## config.mk

```make
export PLATFORM = sky130hd
export DESIGN_NAME = uart_rx_fifo
export DESIGN_NICKNAME = d
export VERILOG_FILES = /design/src/rtl/uart_rx_fifo.sv
export SDC_FILE = /design/constraint.sdc
export NUM_CORES = 1
export LEC_CHECK = 0
export ABC_AREA = 1
export CORE_ASPECT_RATIO = 2
export CORE_MARGIN = 2
export CORE_UTILIZATION = 39
export DETAILED_ROUTE_END_ITERATION = 10
export GPL_TIMING_DRIVEN = 0
export PLACE_DENSITY = 0.61
export SYNTH_ARGS = -nofsm -noshare
export SYNTH_HDL_FRONTEND = slang
export SYNTH_SLANG_ARGS = --single-unit
```

## constraint.sdc

```tcl
create_clock -name clk -period 1.7 [get_ports clk]
set_input_delay 0.255 -clock clk [delete_from_list [all_inputs] [get_ports clk]]
set_output_delay 0.255 -clock clk [all_outputs]
set_load 0.05 [all_outputs]
```

## src/rtl/uart_rx_fifo.sv

```systemverilog
// Receive buffer behind the UART receiver: one capture per rising edge of rx_valid,
// stored in a first-word-fall-through FIFO with fill level and sticky overrun reporting.
module uart_rx_fifo #(
  parameter int DATA_BITS  = 8,
  parameter int DEPTH_LOG2 = 4
) (
  input  logic                  clk,
  input  logic                  n_rst,
  input  logic [DATA_BITS-1:0]  rx_data,
  input  logic                  rx_valid,
  output logic [DATA_BITS-1:0]  m_data,
  output logic                  m_valid,
  input  logic                  m_ready,
  output logic [DEPTH_LOG2:0]   count,
  output logic                  full,
  output logic                  empty,
  output logic                  overrun,
  input  logic                  clr_overrun
);

  localparam int DEPTH = 1 << DEPTH_LOG2;
  localparam logic [DEPTH_LOG2:0] DEPTH_CNT = (DEPTH_LOG2 + 1)'(DEPTH);

  logic [DATA_BITS-1:0]  mem [DEPTH];
  logic [DEPTH_LOG2-1:0] wr_ptr;
  logic [DEPTH_LOG2-1:0] rd_ptr;
  logic                  vld_d;
  logic                  push;
  logic                  pop;
  logic                  wr_en;
  logic                  drop;

  // Handshake: the head word transfers on any clock edge where m_valid and m_ready are
  // both high; m_data is held stable while m_valid is high and m_ready is low.
  assign push    = rx_valid & ~vld_d;
  assign pop     = m_valid & m_ready;
  assign wr_en   = push & (~full | pop);
  assign drop    = push & full & ~pop;

  assign full    = (count == DEPTH_CNT);
  assign empty   = (count == '0);
  assign m_valid = ~empty;
  assign m_data  = mem[rd_ptr];

  // Storage carries no reset; stale contents are masked by m_valid.
  always_ff @(posedge clk) begin
    if (wr_en) mem[wr_ptr] <= rx_data;
  end

  // vld_d resets high so a level already present at reset release is not taken as a byte.
  always_ff @(posedge clk) begin
    if (!n_rst) begin
      vld_d   <= 1'b1;
      wr_ptr  <= '0;
      rd_ptr  <= '0;
      count   <= '0;
      overrun <= 1'b0;
    end else begin
      vld_d <= rx_valid;
      if (wr_en) wr_ptr <= wr_ptr + 1'b1;
      if (pop)   rd_ptr <= rd_ptr + 1'b1;
      case ({wr_en, pop})
        2'b10:   count <= count + 1'b1;
        2'b01:   count <= count - 1'b1;
        default: count <= count;
      endcase
      if (drop)             overrun <= 1'b1;
      else if (clr_overrun) overrun <= 1'b0;
    end
  end

endmodule

```

Yosys cells after proc, flatten, opt, wreduce, memory -nomap -nowiden
Memory sizes are Yosys's and may differ from the RTL's. A register that Yosys moved wholly into a read port is not among the register bits.
Cells that the tools add are included.
{"block": "totals", "ff_bits": 15, "ramBits": 128, "input_bits": 13, "output_inout_bits": 17, "memories": 1}
{"name": "mem", "words": 16, "word_bits": 8, "rd": 1, "rd_ports_with_merged_regs": 1, "write_ports": 1, "line_no": "24", "text": "logic [DATA_BITS-1:0] mem [DEPTH];"}
{"block": "classes", "addsub": 4, "eq_ne": 3, "mux": 7, "bitwise_logic": 10, "reduce_logical": 3}
{"cell": "5-bit case mux with 2 select lines", "count": 1}
{"cell": "4-bit by 1-bit adder with 4-bit output (second input constant)", "count": 2}
{"cell": "4-bit two-way mux", "count": 2}
{"cell": "5-bit by 1-bit adder with 5-bit output (second input constant)", "count": 1}
{"cell": "1-bit bitwise AND", "count": 5}
{"cell": "5-bit == test (second input constant)", "count": 1}
{"cell": "5-bit zero test", "count": 1}
{"cell": "5-bit by 1-bit subtractor with 5-bit output (second input constant)", "count": 1}
{"cell": "1-bit two-way mux", "count": 4}
{"cell": "1-bit inverter", "count": 4}
{"cell": "2-bit nonzero test", "count": 2}
{"cell": "2-bit by 1-bit == test with 1-bit output (second input constant)", "count": 1}
{"cell": "2-bit == test (second input constant)", "count": 1}
{"cell": "1-bit bitwise OR", "count": 1}

Depth between registers and ports, before layout
{"block": "depth", "ltp_word": 7, "mapped_depth": 13, "mapped_depth_nobuf": 13}

Worst setup path before layout
OpenSTA, ideal clock, no wires.
{"block": "synth_path", "path_kind": "register to register", "start": "register count[3]", "end": "register count[4]", "setup_time_ps": 117, "arrival_ps": 2206, "required_time_ps": 1583, "path_slack_ps": -623, "stages_incl_launch_ff": 14, "path_buffers": 0, "cell_sequence": "dfxtp_1 > nor2_4 > nand3_2 > nand2_4 > inv_2 > nand2_4 > inv_1 > ha_1 > a21oi_1 > nand3_1 > nand2_1 > nand3_1 > nand2_1 > nor2_1"}
{"block": "synth_between", "elab_chain_len": 7, "word_cells_on_any_way": 13, "classes_between": "add/sub: 2; eq/ne: 3; mux: 1; bitwise: 5; reduce/logical: 2"}
{"item": "start: declaration", "line_no": "14", "text": "output logic [DEPTH_LOG2:0] count,"}
{"item": "start signal: assignment", "line_no": "63", "text": "2'b10: count <= count + 1'b1;"}
{"item": "start signal: assignment", "line_no": "64", "text": "2'b01: count <= count - 1'b1;"}
{"item": "start signal: assignment", "line_no": "65", "text": "default: count <= count;"}
{"item": "5-bit zero test *", "line_no": "41", "text": "assign empty = (count == '0);"}
{"item": "1-bit inverter *", "line_no": "42", "text": "assign m_valid = ~empty;"}
{"item": "named net m_valid", "line_no": "12", "text": "output logic m_valid,"}
{"item": "1-bit bitwise AND *", "line_no": "36", "text": "assign pop = m_valid & m_ready;"}
{"item": "1-bit bitwise OR", "line_no": "37", "text": "assign wr_en = push & (~full | pop);"}
{"item": "1-bit bitwise AND", "line_no": "37"}
{"item": "2-bit by 1-bit == test with 1-bit output / 2-bit == test (equally long branches)", "line_no": "62", "text": "case ({wr_en, pop})"}
{"item": "5-bit case mux with 2 select lines / 2-bit nonzero test (equally long branches)"}
Mark *: on every way through the listed nets, which the timed path passes. The rest lies on a longest branch.
A chain may end at the register's enable or synchronous reset.

==> impl_metrics.ini <==
[sta]
finalMaxSlewViolations = 0
hold_viol = 0
worstMarginPinSlew_ns = 0.833
fin_skew_ns = 0.00858
setup_viol = 11
rsz0062_at_grt = true
fin_crit_ns = 2.13
slew_headroom_pct = 44.3
fin_ws_ns = -0.426
fin_crit_sh_pct = 125
fin_tns_setup_ns = -3.21
max_freq_ghz = 0.470

[floorplan]
ios = 30
core_area_um2 = 15700
dieArea_um2 = 17100
rows = 65
start_util_pct = 39.7
die_w_um = 93.4
die_h_um = 183

[routing]
drtIter0Drc = 292
dr.pass1.iters = 5
wl_mm = 15.3
drc = 0
wl_per_cell_um = 18.8
dr_total_vias = 4096
ant_nets = 0
vias_per_cell = 5.03

[worst_setup_path]
crit_chain = buf_6 -> buf_4 -> o211ai_1 -> nand3_2 -> nand3_2 -> nand2_2 -> buf_6
critPathMaxStageDelay_ns = 0.36
cp.buffers_inverters = 3
worstPathArrival_ns = 1.87
timing.critical_path.max_delay_family = buffers and inverters
cp_data_required_time_ns = 1.44
crit_slowest_cell = dfxtp_4
reg2reg_depth = 11
cp.depth = 7
worst-path-max-fanout = 10
critical_path_class = flop to primary output
cp-start-kind = flop
end_kind = primary output

[min_path]
hold_depth = 3
hold_path_class = input pin to flop

[grt]
grt_pass1_vias = 4312
antenna_found_initial = 0
grt_use_total_pct = 19.0
grt_first_pass_wirelength_mm = 23.5
grt_max_degree = 17
grt.overflow.total = 0

[clock_tree]
clkTransAtPathRegs_ns = 0.06
cts_max_level = 4
cts_made_buffers = 17
root_buffer = clkbuf_16
cts_tree = done
clock_latency_ns = 0.42
cts_sinks = 147
clockBufferDepth = 2

[power_and_ir_drop]
leakagePower_uw = 0.00292
power_per_cell_area_nw_per_um2 = 1560
ir_drop_mv = 1.48

[cells_and_area]
multi_input_area_um2 = 1910
seqCellArea_um2 = 4250
final_layout_size_suffix_gt1_share_pct = 26.4
area.growth.synth_to_final_pct = 27.0
fillers = 1351
finalNetCount = 622
n_antenna_cell = 0

[logic_synthesis]
yosys.area.top_type = edfxtp_1
syn_inst = 545
synth_area_leaders = edfxtp_1 (62%), dfxtp_1 (6.1%), inv_1 (5.1%)
synth_top_area_share_pct = 61.7
ys_types = 26
synth_warnings = 0
syn_area_um2 = 6230
seq_area_frac_synth_pct = 67.8
syn_area_per_cell_um2 = 11.4
yosys_register_bits = 147
synth_nets = 567

[placed_design]
io_buffers = 29
place_congestion = 0.983
place_ws_ns = -1.01
dp_hpwl_mm = 11.0

[status]
violations = setup timing
status = finished with violations

[run]
cap_viol_max_count = 0
==> metal layers <==
metal,vias up,routed length [µm],track usage (%)
met2,104,8790,36.8
li1,2000,-,-
met3,38,474,3.49
met1,1954,5100,17.6
met4,0,938,11.8
met5,-,0,0
==> synth_stat cells <==
| library cell | instances |
|---|---|
| o21ai_0 | 40 |
| o211ai_1 | 32 |
| nand3_1 | 58 |
| xnor2_1 | 1 |
| nand3_2 | 2 |
| inv_2 | 2 |
| nand2_1 | 58 |
| buf_2 | 14 |
| clkinv_2 | 1 |
| inv_1 | 84 |
| nor2_1 | 33 |
| o21ai_4 | 1 |
| buf_6 | 3 |
| nand2_4 | 3 |
| fa_1 | 1 |
| buf_4 | 1 |
| dfxtp_1 | 19 |
| nand3b_1 | 1 |
| clkbuf_1 | 8 |
| a21oi_2 | 1 |
| a21oi_1 | 40 |
| nand2_2 | 2 |
| edfxtp_1 | 128 |
| xor2_1 | 2 |
| nor2_4 | 2 |
| ha_1 | 8 |
==> state kept, by name, indices dropped and copies added, names as in the netlist, named ones only <==
| register | count |
|---|---|
| overrun | 1 |
| mem | 128 |
| wr_ptr | 4 |
| vld_d | 1 |
| rd_ptr | 4 |
| count | 5 |
==> final cells by class <==
type	count	area share, %
flip-flops and latches	147	53.7
plain buffers	25	2.91
well taps	201	3.18
multi-input cells	285	24.1
inverters	87	4.28
clock inverters	14	1.93
repair buffers	37	4.55
clock buffers	18	5.42
==> cells by family after synthesis <==
family	synth area share, %
AND/OR/NAND/NOR	11.7
flip-flops	67.8
AO/OA/AOI/OAI	10.7
buffers and inverters	7.53
adder cells (fa/ha/maj)	1.93
XOR/XNOR	0.422
==> final timing paths <==
check,endpoint,start,slack (ns)
hold / removal,vld_d,rx_valid,0.43
setup / recovery,m_data[4],flop,-0.43
setup reg to reg,count[4],count[1],-0.04
hold reg to reg,overrun,overrun,0.47
==> worst register-to-register path: stages (launching register included) <==
cell and delay [ns]:
dfxtp_4 0.38, nor2_4 0.06, nand3_4 0.09, nand2_4 0.06, inv_4 0.06, nand2_4 0.07
fa_2 0.36, nand3b_1 0.23, nand3_1 0.15, nand3_1 0.09, nand2_1 0.06, nor2_1 0.04
==> repair_timing <==
action | CTS | global route
hold buffers | 0 | 0
resized for setup | 180 | 33
setup endpoints to repair | 147 | 88
pin swaps | 32 | 11
gates cloned | 1 | 0
buffers inserted | 4 | 3
hold endpoints to repair | 0 | 0
==> stage by stage <==
step,utilization [%],area (µm²),power [µW],cells,hold slack (ns)
floorplan,-,6300,6900,545,0.351
global placement,43.6,6840,8050,775,0.466
detailed placement,43.6,6840,8110,775,0.462
CTS,49.6,7780,12200,811,0.399
global route,50.4,7920,12900,814,0.454
finish,50.4,7920,12400,814,0.433
==> cells in the final DEF, fill, tap and decap left out, types with 3 or more instances in the layout <==
| cell type | count |
|---|---|
| edfxtp_1 | 128 |
| inv_1 | 81 |
| nand2_1 | 48 |
| nand3_1 | 42 |
| o211ai_1 | 32 |
| a21oi_1 | 29 |
| o21ai_0 | 26 |
| nor2_4 | 19 |
| buf_4 | 18 |
| nand3_2 | 17 |
| clkbuf_16 | 17 |
| nor2_1 | 16 |
| dfxtp_1 | 13 |
| buf_6 | 12 |
| nand2_2 | 12 |
| clkdlybuf4s50_1 | 12 |
| a21oi_2 | 11 |
| o21ai_1 | 7 |
| inv_6 | 6 |
| ha_1 | 6 |
| dfxtp_4 | 6 |
| dlygate4sd2_1 | 6 |
| o21ai_2 | 4 |
| buf_8 | 4 |
| o21ai_4 | 4 |
| clkinv_2 | 4 |
| nand2_4 | 3 |
| clkbuf_8 | 3 |
| clkinv_4 | 3 |
==> power breakdown <==
| group | internal [µW] | switching [µW] | total [µW] |
|---|---|---|---|
| Combinational | 1680 | 2820 | 4500 |
| Clock | 2180 | 1490 | 3660 |
| Sequential | 4070 | 146 | 4220 |
| Total | 7930 | 4450 | 12400 |
Power figures use the tool's default switching activity.
